## config.mk

```make
export PLATFORM = sky130hd
export DESIGN_NAME = packet_buffer_bank
export DESIGN_NICKNAME = d
export VERILOG_FILES = /design/src/rtl/packet_buffer_bank_pkg.sv /design/src/rtl/packet_buffer_bank_lane.sv /design/src/rtl/packet_buffer_bank.sv
export SDC_FILE = /design/constraint.sdc
export NUM_CORES = 1
export LEC_CHECK = 0
export CORE_MARGIN = 2
export CORE_UTILIZATION = 25
export CTS_CLUSTER_DIAMETER = 50
export DETAILED_ROUTE_END_ITERATION = 6
export SLEW_MARGIN = 20
export SYNTH_ARGS = -nofsm -noshare
export SYNTH_HDL_FRONTEND = slang
export SYNTH_HIERARCHICAL = 1
export SYNTH_SLANG_ARGS = --single-unit
export TNS_END_PERCENT = 20
```

## constraint.sdc

```tcl
create_clock -name clk -period 8.3 [get_ports clk]
set_input_delay 1.66 -clock clk [delete_from_list [all_inputs] [get_ports clk]]
set_output_delay 1.66 -clock clk [all_outputs]
set_load 0.05 [all_outputs]
```

## src/rtl/packet_buffer_bank_pkg.sv

```systemverilog
// Shared constants and entry helpers for the four-lane packet buffer bank.
package pkt_buf_pkg;

  localparam int unsigned ENTRY_W     = 3;
  localparam int unsigned DEPTH       = 5;
  localparam int unsigned BUS_W       = 18;
  localparam int unsigned VALID_OFS   = 0;
  localparam int unsigned PAYLOAD_OFS = 1;
  localparam int unsigned PAYLOAD_W   = 2;
  localparam int unsigned OCC_W       = 3;
  localparam int unsigned NUM_LANES   = 4;

  localparam logic [1:0] LANE0 = 2'd0;
  localparam logic [1:0] LANE1 = 2'd1;
  localparam logic [1:0] LANE2 = 2'd2;
  localparam logic [1:0] LANE3 = 2'd3;

  typedef logic [ENTRY_W-1:0] entry_t;

  function automatic entry_t make_entry(input logic [PAYLOAD_W-1:0] payload);
    entry_t e;
    e = '0;
    e[VALID_OFS] = 1'b1;
    e[PAYLOAD_OFS +: PAYLOAD_W] = payload;
    return e;
  endfunction

endpackage

```

## src/rtl/packet_buffer_bank_lane.sv

```systemverilog
// One compacted queue: oldest entry at slot 0, unused slots held at zero.
module packet_lane
  import pkt_buf_pkg::*;
(
  input  logic                 clk,
  input  logic                 rst,
  input  logic                 push,
  input  logic [PAYLOAD_W-1:0] payload,
  input  logic                 pop,
  output logic [BUS_W-1:0]     bus,
  output logic                 full,
  output logic                 reject
);

  entry_t           slots   [DEPTH];
  entry_t           slots_n [DEPTH];
  logic [OCC_W-1:0] occ;
  logic [OCC_W-1:0] occ_d;
  logic [OCC_W-1:0] occ_n;
  logic             pop_ok;
  logic             push_ok;

  // Pop is applied first so a full lane can accept a push in the same cycle.
  always_comb begin
    pop_ok  = pop && (occ != '0);
    occ_d   = occ - OCC_W'(pop_ok);
    push_ok = push && (occ_d < OCC_W'(DEPTH));
    reject  = push && !push_ok;
    occ_n   = occ_d + OCC_W'(push_ok);
    for (int unsigned k = 0; k < DEPTH; k++) begin
      slots_n[k] = slots[k];
    end
    if (pop_ok) begin
      for (int unsigned k = 0; k < DEPTH - 1; k++) begin
        slots_n[k] = slots[k+1];
      end
      slots_n[DEPTH-1] = '0;
    end
    for (int unsigned k = 0; k < DEPTH; k++) begin
      if (push_ok && (occ_d == OCC_W'(k))) begin
        slots_n[k] = make_entry(payload);
      end
    end
  end

  always_ff @(posedge clk) begin
    if (rst) begin
      slots <= '{default: '0};
      occ   <= '0;
      full  <= 1'b0;
    end else begin
      slots <= slots_n;
      occ   <= occ_n;
      full  <= (occ_n == OCC_W'(DEPTH));
    end
  end

  // Top slot of the bus is reserved and tied to zero.
  always_comb begin
    bus = '0;
    for (int unsigned k = 0; k < DEPTH; k++) begin
      bus[k*ENTRY_W +: ENTRY_W] = slots[k];
    end
  end

endmodule

```

## src/rtl/packet_buffer_bank.sv

```systemverilog
// Four-lane packet buffer bank: destination decode, per-lane queues, drop tracking.
module packet_buffer_bank
  import pkt_buf_pkg::*;
#(
  parameter int unsigned DCNT_W = 8
) (
  input  logic              clk,
  input  logic              rst,
  input  logic              wr_en,
  input  logic [1:0]        wr_dest,
  input  logic [1:0]        wr_payload,
  input  logic [3:0]        rd_en,
  output logic [17:0]       buffer1_o,
  output logic [17:0]       buffer2_o,
  output logic [17:0]       buffer3_o,
  output logic [17:0]       buffer4_o,
  output logic [3:0]        head_valid,
  output logic [7:0]        head_data,
  output logic [3:0]        full,
  output logic              drop,
  output logic [DCNT_W-1:0] drop_cnt
);

  logic [BUS_W-1:0]     lane_bus [NUM_LANES];
  logic [NUM_LANES-1:0] lane_push;
  logic [NUM_LANES-1:0] lane_reject;

  always_comb begin
    lane_push = '0;
    lane_push[wr_dest] = wr_en;
  end

  for (genvar i = 0; i < NUM_LANES; i++) begin : g_lane
    packet_lane u_lane (
      .clk     (clk),
      .rst     (rst),
      .push    (lane_push[i]),
      .payload (wr_payload),
      .pop     (rd_en[i]),
      .bus     (lane_bus[i]),
      .full    (full[i]),
      .reject  (lane_reject[i])
    );
  end

  assign buffer1_o = lane_bus[LANE0];
  assign buffer2_o = lane_bus[LANE1];
  assign buffer3_o = lane_bus[LANE2];
  assign buffer4_o = lane_bus[LANE3];

  always_comb begin
    head_valid = '0;
    head_data  = '0;
    for (int unsigned i = 0; i < NUM_LANES; i++) begin
      head_valid[i]         = lane_bus[i][VALID_OFS];
      head_data[2*i +: 2]   = lane_bus[i][PAYLOAD_OFS +: PAYLOAD_W];
    end
  end

  always_ff @(posedge clk) begin
    if (rst) begin
      drop     <= 1'b0;
      drop_cnt <= '0;
    end else begin
      drop <= |lane_reject;
      if ((|lane_reject) && (drop_cnt != '1)) begin
        drop_cnt <= drop_cnt + 1'b1;
      end
    end
  end

endmodule

```

## Word level (Yosys, flattened, before mapping)

Index checks and enable logic that the tools add are counted.

- Div/mod/pow operators: 0
- $mul: 0
- Eq/ne operators: 21
- Reductions and logical operators: 67
- Shift operators: 0
- Order comparisons: 6
- Mux-type cells: 26
- Bitwise operators: 1
- $add $sub $neg: 9

Operator list:

| kind | count |
|---|---|
| 2-to-1 mux 15 bit | 4 |
| 2-to-1 mux 3 bit | 20 |
| nonzero test 2 bit | 20 |
| logical AND 1 bit | 34 |
| equality test 3 x 2 -> 1 bit, second input constant | 8 |
| equality test 3 bit, second input constant | 8 |
| adder 3 x 1 -> 3 bit | 4 |
| equality test 3 x 1 -> 1 bit, second input constant | 4 |
| zero test 3 bit | 4 |
| < comparator 3 bit, second input constant | 4 |
| nonzero test 3 bit | 4 |
| subtractor 3 x 1 -> 3 bit | 4 |
| adder 8 x 1 -> 8 bit, second input constant | 1 |
| != test 8 bit, second input constant | 1 |
| AND 4 bit | 1 |
| zero test 1 bit | 4 |
| OR reduction 4 bit | 1 |
| < comparator 2 x 3 -> 1 bit, second input constant | 1 |
| demux 1 bit (select 2 bit) | 1 |
| >= comparator 2 x 1 -> 1 bit, second input constant | 1 |
| 2-to-1 mux 1 bit | 1 |

- Memories kept: 0
- Bits in writable memories: 0
- Input bits: 11
- Output and inout bits: 97
- Bits in registers: 85
- Bits in latches: 0
- ROM bits: 0

## Depth between registers and ports, before layout

Gate-level depths: netlist of run 1.

- Word-level depth: 10
- Depth in mapped cells: 12
- Depth with buffers taken out: 10

## Modules after synthesis

The synthesis of run 1 kept the hierarchy.

By module, submodules not included:

| module | cells each | sequential area each (um^2) | times used | area an instance (um^2) |
|---|---|---|---|---|
| packet_lane | 109 | 380.4 | 4 | 937.1 |
| packet_buffer_bank | 64 | 180.2 | 1 | 536.8 |

## Least setup slack after synthesis of run 1

No wires, ideal clock.

- Path type: input to register
- Start: input port rd_en[1]
- End: register drop_cnt[1]
- Buffers on the path: 2
- Cell stages on the path: 12
- Arrival time: 3841 ps
- Slack: 4333 ps
- Data required time: 8174 ps
- Cell sequence: o31ai_4 inv_2 buf_2 ha_1 ha_1 xor2_2 buf_6 and3_1 or4_4 o21ai_2 mux2i_1 nor2_1

- Longest elaborated chain between the ends: 8

Ends and longest elaborated chain:

| element | line | source |
|---|---|---|
| start, declared | packet_buffer_bank.sv:12 | `input logic [3:0] rd_en,` |
| logical AND 1 bit | packet_buffer_bank_lane.sv:25 | `pop_ok = pop && (occ != '0);` |
| subtractor 3 x 1 -> 3 bit | packet_buffer_bank_lane.sv:26 | `occ_d = occ - OCC_W'(pop_ok);` |
| < comparator 3 bit | packet_buffer_bank_lane.sv:27 | `push_ok = push && (occ_d < OCC_W'(DEPTH));` |
| logical AND 1 bit | packet_buffer_bank_lane.sv:27 |  |
| zero test 1 bit | packet_buffer_bank_lane.sv:28 | `reject = push && !push_ok;` |
| logical AND 1 bit | packet_buffer_bank_lane.sv:28 |  |
| net lane_reject[1] | packet_buffer_bank.sv:26 | `logic [NUM_LANES-1:0] lane_reject;` |
| OR reduction 4 bit | packet_buffer_bank.sv:66 | `if ((\|lane_reject) && (drop_cnt != '1)) begin` |
| logical AND 1 bit | packet_buffer_bank.sv:66 |  |
| end signal, assigned | packet_buffer_bank.sv:67 | `drop_cnt <= drop_cnt + 1'b1;` |
| end, declared | packet_buffer_bank.sv:21 | `output logic [DCNT_W-1:0] drop_cnt` |

The timed path passes the listed nets, and every way through them passes these cells.
A chain may end at the register's enable or synchronous reset.

## Worst setup path after layout of run 1

- Start: input port rd_en[0]
- End: register drop_cnt[7]

Same word-level chain as after synthesis.

==> results of run 1 <==
-- flip-flops by register name, indices dropped and copies added (netlist names) --
signal              cells
g_lane.u_lane/bus      60
g_lane.u_lane/occ      12
drop_cnt                8
g_lane.u_lane/full      4
drop                    1
-- per-layer routing --
metal / wire length [um] / global-route usage, %
met3: 749 / 3.87
met2: 4640 / 17.6
met4: 220 / 5.26
met1: 5020 / 16.1
met5: 0 / 0
-- final cells by class --
type,instances,area (um^2),area share [%]
Multi-Input combinational cell,356,2220,39.9
Clock inverter,6,87.6,1.57
Timing Repair Buffer,96,953,17.1
Clock buffer,10,229,4.11
Tap cell,220,275,4.94
Inverter,26,97.6,1.75
Sequential cell,85,1700,30.6
-- final timing paths --
kind                             endpoint  slack, ns               startpoint
setup / recovery              drop_cnt[7]       3.82                 rd_en[0]
hold / removal    g_lane[2].u_lane/bus[4]       0.49  g_lane[2].u_lane/bus[7]
hold reg to reg   g_lane[2].u_lane/bus[4]       0.49  g_lane[2].u_lane/bus[7]
setup reg to reg              drop_cnt[7]       4.79  g_lane[0].u_lane/occ[2]
-- layout by cell type (no fill, tap or decap), types with 2 or more instances in the layout --
cell	instances
o31ai_1	24
nor2_1	15
a21boi_1	4
a21oi_1	10
dfxtp_1	85
nand3_1	14
nor3_1	11
xor2_2	4
or2_2	4
conb_1	12
clkinv_2	2
a22oi_1	4
a311oi_1	8
ha_1	17
a31oi_1	43
o21a_1	2
xor2_1	2
and3_1	10
or3b_1	4
inv_1	22
o31ai_4	4
inv_2	4
nor3b_2	4
o211ai_1	9
or3_1	2
bufinv_16	2
or2_1	8
nand3b_1	8
nand2_1	106
clkbuf_16	9
clkinv_4	2
clkdlybuf4s50_1	94
xnor2_1	8
nor2b_1	8
-- cells by family (layout without fill, tap and decap cells) --
logic type | Yosys count | after routing | synth area share (%)
compound gates | 111 | 111 | 19.0
other cells | 4 | 12 | 0.350
simple gates | 201 | 201 | 23.0
buf+inv | 67 | 138 | 9.14
fa+ha+maj | 17 | 17 | 4.96
xor+xnor | 14 | 14 | 3.56
flops | 85 | 85 | 39.7
mux | 1 | 1 | 0.234
-- critical path, stage by stage --
cell             delay [ns]
clkdlybuf4s50_1        0.46
o31ai_4                0.19
inv_2                  0.25
ha_1                   0.25
ha_1                   0.23
xor2_2                 0.58
and3_1                 0.33
nor4_2                 0.10
nor4b_1                0.40
a31oi_1                0.14
o21a_1                 0.13
-- power by group through the flow --
stage | Combinational, uW | Clock [uW] | Sequential (uW)
floorplan | 446 | 0 | 628
global placement | 672 | 0 | 521
detailed placement | 676 | 0 | 522
CTS | 678 | 443 | 513
global route | 745 | 455 | 519
finish | 675 | 429 | 511
-- per-stage QoR --
stage | hold slack, ns | utilization [%]
floorplan | 0.626 | -
global placement | 0.491 | 31.5
detailed placement | 0.489 | 31.5
CTS | 0.496 | 33.4
global route | 0.504 | 33.4
finish | 0.490 | 33.4
==> results by group, run 1 <==
STA
  – Slew headroom: 42.2%
  – Fin crit period: 4.48 ns
  – Final setup vio count: 0
  – Final Max Slew Viols: 0
  – Worst-Margin Slew: 0.864 ns
  – Setup TNS: 0 ns
  – Worst Setup Slack, final: 3.82 ns
  – Final Hold Vio Count: 0
  – Achievable frequency: 0.223 GHz
  – Clock Skew: 0.00576 ns
  – Unrepaired setup endpoints after global routing: false
  – Period utilization: 54.0%

Yosys
  – Top_reg_cell synth: dfxtp_1
  – Synth warn: 6
  – Syn_area_per_cell: 8.57 um^2
  – Syn Std Cell Area: 4290 um^2
  – Post-synth EDFFs: 0
  – Synth async-reset ratio: 0%
  – Top cells by count, synth: 106 x nand2_1, 85 x dfxtp_1, 43 x a31oi_1
  – Cells after synthesis: 500
  – Top cell type by total area after synthesis: dfxtp_1
  – Synth Register Bits: 85
  – Register area share after synthesis: 39.7%
  – Share of the synthesized area in the top cell type: 39.7%
  – Count leader, synth: nand2_1
  – Top post-synthesis cells by area: dfxtp_1 40%, nand2_1 9.3%, a31oi_1 6.3%
  – Yosys cell types: 44

Job
  – Max Cap Violations: 0

Power
  – Peak VDD IR: 128 uV
  – Clock network power share: 26.5%
  – Share of power burned in registers: 31.7%
  – Design Power: 1610 uW
  – Pint: 940 uW
  – P per Cell Area: 290 nW/um^2
  – Logic pwr share: 41.8%
  – Switching part of the total: 41.8%
  – Psw: 674 uW
  – Leak pwr: 0.00193 uW

Critical path
  – R2r worst-path depth: 10
  – CP Capture Type: flop
  – Critical-path maximum fanout: 17
  – CP arrival: 4.72 ns
  – Startpoint Class: input port
  – WS Path Type: in -> reg
  – CP Data Required Time: 8.54 ns

Routing
  – Routed WL: 10.6 mm
  – Post-DRT Antenna Nets: 0
  – Pre-antenna DRT Iters: 4
  – DRC viols: 0
  – Routed via count: 3749
  – Detailed router's first-iteration violation count: 288
  – WL/cell: 13.3 um
  – Via/cell ratio: 4.69

Global route
  – Largest net degree at the start of global routing: 62
  – Initial antenna violation count: 0
  – Vias in the first global route: 3436
  – GRT Total Usage: 12.0%
  – Grt total ovfl: 0
  – Global-route wire length before repair: 17.1 mm

Clock tree
  – TritonCTS buffer count: 9
  – Bufs on Longest Clock Path: 2
  – Setup Fix Bufs, Post-CTS: 0
  – Clock latency on the worst-skew pair: 0.35 ns
  – Post-CTS Hold Buffers: 0
  – CTS Sinks: 85
  – CTS root buf: clkbuf_16
  – CTS clk-pin slew, worst paths: 0.06 ns
  – CTS tree: yes
  – CTS H-tree depth: 3
  – Resized Gates After CTS: 0

Placement
  – Dpl hpwl: 7.78 mm
  – Inst Count DP: 783
  – Post-Place Worst Slack: 3.45 ns
  – Count of input and output buffers: 95
  – Cell Area, Placed: 5250 um^2
  – Gpl congestion: 0.769

Final layout
  – Synthesis-to-finish area growth: 29.9%
  – Non-Filler Instances: 799
  – Share of cells above drive strength 1: 6.91%
  – Final instance area: 5570 um^2
  – Fillers: 1722
  – Number of diodes: 0
  – NumNets Final: 602

Die
  – Initial Utilization: 25.7%
  – Die W: 135 um
  – IO Pins: 108
  – Core Region: 16600 um^2
  – Chip Height: 135 um
  – Std-Cell Rows: 47
  – Die ar.: 18200 um^2

Worst hold path
  – Hold Path Depth: 2
  – Min-delay worst type: reg -> reg

Status
  – Status: complete, no violations
No activity file was read; power rests on OpenSTA's default activity.
==> inputs of run 2 (changes only) <==
clock period = 4 ns   (was 8.3 ns; I/O delays follow)
==> results by group, run 2 (same netlist as run 1, synthesis figures left out) <==
Critical path
  – CP Data Required Time: 4.21 ns
  – Startpoint Class: input port
  – WS Path Type: in -> reg
  – CP arrival: 3.49 ns
  – Critical-path maximum fanout: 16
  – CP Capture Type: flop

Power
  – Leak pwr: 0.00197 uW
  – Clock network power share: 26.8%
  – Switching part of the total: 41.9%
  – Share of power burned in registers: 30.8%
  – Peak VDD IR: 232 uV
  – Psw: 1440 uW
  – Logic pwr share: 42.4%
  – Pint: 2000 uW
  – P per Cell Area: 611 nW/um^2

Final layout
  – Number of diodes: 0
  – Most frequent cells in the layout: 106 x nand2_1, 94 x clkdlybuf4s50_1, 85 x dfxtp_1
  – Commonest non-fill, non-tap cell in the layout: nand2_1
  – Fillers: 1750
  – Footprint of the multi-input gates: 2220 um^2
  – NumNets Final: 611
  – Synthesis-to-finish area growth: 31.6%
  – Register Area: 1700 um^2
  – Share of cells above drive strength 1: 8.50%
  – Max reg flops: 60

Routing
  – Detailed router's first-iteration violation count: 218
  – DRC viols: 0
  – WL/cell: 13.7 um
  – Post-DRT Antenna Nets: 0
  – Via/cell ratio: 4.63
  – Pre-antenna DRT Iters: 4
  – Routed via count: 3739
  – Routed WL: 11.0 mm

Clock tree
  – Bufs on Longest Clock Path: 2
  – CTS H-tree depth: 3
  – TritonCTS buffer count: 9
  – CTS clk-pin slew, worst paths: 0.06 ns
  – CTS root buf: clkbuf_16
  – CTS Sinks: 85
  – Post-CTS Hold Buffers: 0
  – Setup Fix Bufs, Post-CTS: 0
  – Resized Gates After CTS: 0
  – CTS tree: yes
  – Clock latency on the worst-skew pair: 0.36 ns

Worst hold path
  – Min-delay worst type: reg -> reg

Global route
  – GRT Total Usage: 12.4%
  – Global-route wire length before repair: 17.7 mm
  – Vias in the first global route: 3456
  – Largest net degree at the start of global routing: 42
  – Grt total ovfl: 0
  – Initial antenna violation count: 0

STA
  – Achievable frequency: 0.306 GHz
  – Fin crit period: 3.27 ns
  – Slew headroom: 35.9%
  – Clock Skew: 0.00457 ns
  – Final Hold Vio Count: 0
  – Worst hold-check slack: 0.489 ns
  – Period utilization: 81.8%
  – Worst-Margin Slew: 0.959 ns
  – Final setup vio count: 0
  – Final Max Slew Viols: 0
  – Unrepaired setup endpoints after global routing: false
  – Setup TNS: 0 ns

Die
  – IO Pins: 108
  – Initial Utilization: 25.7%
  – Chip Height: 135 um
  – Die W: 135 um
  – Core Region: 16600 um^2
  – Std-Cell Rows: 47
  – Die ar.: 18200 um^2

Status
  – Status: complete, no violations

Placement
  – Dpl hpwl: 7.95 mm
  – Gpl congestion: 0.768
  – Count of input and output buffers: 95

Job
  – Max Cap Violations: 0
==> run 2: cell count changes in the layout (fill, tap and decap cells not counted), sizes merged <==
cell | before | now
clkinvlp | 0 | 2
buf | 2 | 11
clkbuf | 10 | 9
clkinv | 4 | 1
inv | 26 | 28
==> run 2: area by class of cell <==
class,instances,area share (%)
well taps,220,4.88
multi-input cells,356,39.4
flip-flops and latches,85,30.2
inverters,26,1.73
repair buffers,105,18.1
clock buffers,9,3.99
clock inverters,7,1.73
==> run 2: metrics by stage <==
step                power, uW  cell area, um^2  std cells  util, %  setup slack (ns)
finish                   3440             5640        808     33.9             0.729
global route             3660             5640        808     33.9             0.512
CTS                      3480             5640        808     33.9             0.700
detailed placement       2550             5320        792     32.0             0.327
global placement         2540             5320        792     32.0             0.388
floorplan                2230             4320        508        -             0.893
==> run 2: worst paths after layout <==
kind	slack (ns)	startpoint	cells past startpoint	end
hold reg to reg	0.49	g_lane[1].u_lane/bus[0]	2	g_lane[1].u_lane/bus[0]
setup / recovery	0.73	rd_en[3]	11	drop_cnt[1]
setup reg to reg	0.84	g_lane[3].u_lane/occ[2]	10	drop_cnt[1]
hold / removal	0.49	g_lane[1].u_lane/bus[0]	2	g_lane[1].u_lane/bus[0]
==> run 2: layer usage <==
metal | track usage [%] | share of wire, % | vias to the layer above
met3 | 3.34 | 4.6 | 13
met4 | 5.44 | 1.9 | 0
met2 | 18.7 | 44 | 76
li1 | - | - | 1900
met5 | 0 | 0 | -
met1 | 16.7 | 49 | 1750
==> run 2: power groups by stage <==
| stage | Combinational [uW] | Clock (uW) | Sequential, uW |
|---|---|---|---|
| 2_1_floorplan | 925 | 0 | 1300 |
| 3_3_place_gp | 1460 | 0 | 1080 |
| 3_5_place_dp | 1470 | 0 | 1080 |
| 4_1_cts | 1470 | 944 | 1060 |
| 5_1_grt | 1610 | 977 | 1080 |
| 6_report | 1460 | 923 | 1060 |
==> run 2: worst max-delay path, stage by stage <==
cell             delay (ns)
clkdlybuf4s50_1        0.46
o31ai_4                0.19
inv_2                  0.25
ha_1                   0.25
ha_1                   0.37
nand2_1                0.09
and3_1                 0.21
or4_4                  0.51
o21ai_2                0.11
mux2i_1                0.21
nor2_1                 0.05
==> inputs of run 3 (changes only) <==
clock period = 2.8 ns   (was 4 ns; I/O delays follow)
==> results by group, run 3 (same netlist as run 1, synthesis figures left out) <==
Clock tree
  – TritonCTS buffer count: 9
  – Clock latency on the worst-skew pair: 0.34 ns
  – CTS tree: yes
  – Bufs on Longest Clock Path: 2
  – CTS Sinks: 85
  – CTS root buf: clkbuf_16
  – CTS clk-pin slew, worst paths: 0.06 ns
  – Post-CTS Hold Buffers: 0
  – CTS H-tree depth: 3

STA
  – Fin crit period: 2.64 ns
  – Unrepaired setup endpoints after global routing: false
  – Period utilization: 94.3%
  – Final setup vio count: 0
  – Final Max Slew Viols: 0
  – Setup TNS: 0 ns
  – Clock Skew: 0.00366 ns
  – Slew headroom: 49.7%
  – Worst-Margin Slew: 0.755 ns
  – Achievable frequency: 0.379 GHz
  – Final Hold Vio Count: 0

Die
  – Core Region: 16600 um^2
  – Chip Height: 135 um
  – Std-Cell Rows: 47
  – Die W: 135 um
  – Die ar.: 18200 um^2
  – IO Pins: 108
  – Initial Utilization: 25.7%

Final layout
  – Fin util: 35.5%
  – Final instance area: 5910 um^2
  – Max reg flops: 60
  – Commonest non-fill, non-tap cell in the layout: nand2_1
  – NumNets Final: 633
  – Most frequent cells in the layout: 106 x nand2_1, 94 x clkdlybuf4s50_1, 82 x dfxtp_1
  – Synthesis-to-finish area growth: 37.8%
  – Number of diodes: 0
  – Share of cells above drive strength 1: 13.3%
  – Fillers: 1693

Routing
  – DRC viols: 0
  – Detailed router's first-iteration violation count: 265
  – Routed via count: 3919
  – Via/cell ratio: 4.72
  – Pre-antenna DRT Iters: 4
  – Post-DRT Antenna Nets: 0
  – WL/cell: 13.8 um
  – Routed WL: 11.4 mm

Critical path
  – CP Data Required Time: 3.04 ns
  – R2r endpoint: drop_cnt[1]
  – CP Capture Type: flop
  – Startpoint Class: input port
  – Reg2reg start: g_lane[2].u_lane/occ[0]
  – R2r worst-path depth: 10
  – CP arrival: 2.88 ns
  – Critical-path maximum fanout: 3
  – WS Path Type: in -> reg
  – Worst setup endpoint: drop_cnt[1]
  – CP Launch Point: rd_en[2]
  – Flop-to-flop setup slack: 0.32 ns

Global route
  – Global-route wire length before repair: 18.3 mm
  – Initial antenna violation count: 0
  – Largest net degree at the start of global routing: 35
  – Grt total ovfl: 0
  – Vias in the first global route: 3710
  – GRT Total Usage: 12.8%

Job
  – Max Cap Violations: 0

Status
  – Status: complete, no violations

Power
  – Leak pwr: 0.00208 uW
  – P per Cell Area: 880 nW/um^2
  – Peak VDD IR: 274 uV

Placement
  – Dpl hpwl: 8.48 mm
  – Gpl congestion: 0.796
  – Cell Area, Placed: 5570 um^2
  – Count of input and output buffers: 95

Worst hold path
  – Min-delay worst type: reg -> reg
-- run 3: cell types whose count changed in the layout (fill, tap and decap cells not counted), moves of 2 or more --
cell and change:
buf_4 +22, ha_4 +3, xor2_4 +3, ha_2 +3
xor2_2 -3, dfxtp_2 +3, inv_6 -2, dfxtp_1 -3
ha_1 -6
-- run 3: per-stage QoR --
stage | power [uW] | std cells | hold slack (ns) | worst slack [ns]
3_3_place_gp | 3880 | 814 | 0.478 | -0.205
4_1_cts | 5260 | 830 | 0.493 | 0.144
3_5_place_dp | 3950 | 814 | 0.481 | -0.228
2_1_floorplan | 3310 | 508 | 0.632 | 0.00124
5_1_grt | 5530 | 830 | 0.513 | 0.0930
6_report | 5200 | 830 | 0.487 | 0.159
-- run 3: area by class of cell --
class	count	area [um^2]	share of cell area, %
multi-input cells	356	2310	39.2
flip-flops and latches	85	1710	28.9
repair buffers	127	1190	20.1
well taps	220	275	4.66
clock buffers	11	243	4.11
inverters	26	97.6	1.65
clock inverters	5	83.8	1.42
-- run 3: what timing repair did --
| item | CTS | global route |
|---|---|---|
| endpoints found under the setup margin | 0 | 1 |
| endpoints found under the hold margin | 0 | 0 |
| buffers inserted | 0 | 0 |
| gates resized for setup | 0 | 1 |
-- run 3: metal layers --
layer / track usage (%) / vias up / wire, um
li1: - / 1936 / -
met1: 16.6 / 1849 / 5290
met2: 19.4 / 115 / 5250
met3: 4.20 / 19 / 666
met4: 5.73 / 0 / 216
met5: 0 / - / 0
-- run 3: report_power, final --
group	internal (uW)	switching [uW]
registers	1370	157
clock network	807	485
logic	905	1470
-- run 3: how the worst min path moves through the flow --
stage                             startpoint                       end  slack (ns)  cells past startpoint
global placement     g_lane[3].u_lane/bus[0]   g_lane[3].u_lane/bus[0]        0.48                      2
detailed placement   g_lane[1].u_lane/bus[6]   g_lane[1].u_lane/bus[6]        0.48                      2
floorplan                                rst   g_lane[0].u_lane/occ[1]        0.63                      1
finish               g_lane[1].u_lane/bus[7]   g_lane[1].u_lane/bus[4]        0.49                      2
CTS                  g_lane[3].u_lane/bus[7]   g_lane[3].u_lane/bus[4]        0.49                      2
global route        g_lane[1].u_lane/bus[13]  g_lane[1].u_lane/bus[10]        0.51                      2
-- run 3: critical path: stages --
cell,delay (ns)
clkdlybuf4s50_1,0.46
o31ai_4,0.09
inv_2,0.06
ha_2,0.18
ha_4,0.18
xor2_4,0.17
and3_1,0.23
or4_4,0.58
o21ai_4,0.11
mux2i_1,0.21
nor2_1,0.05
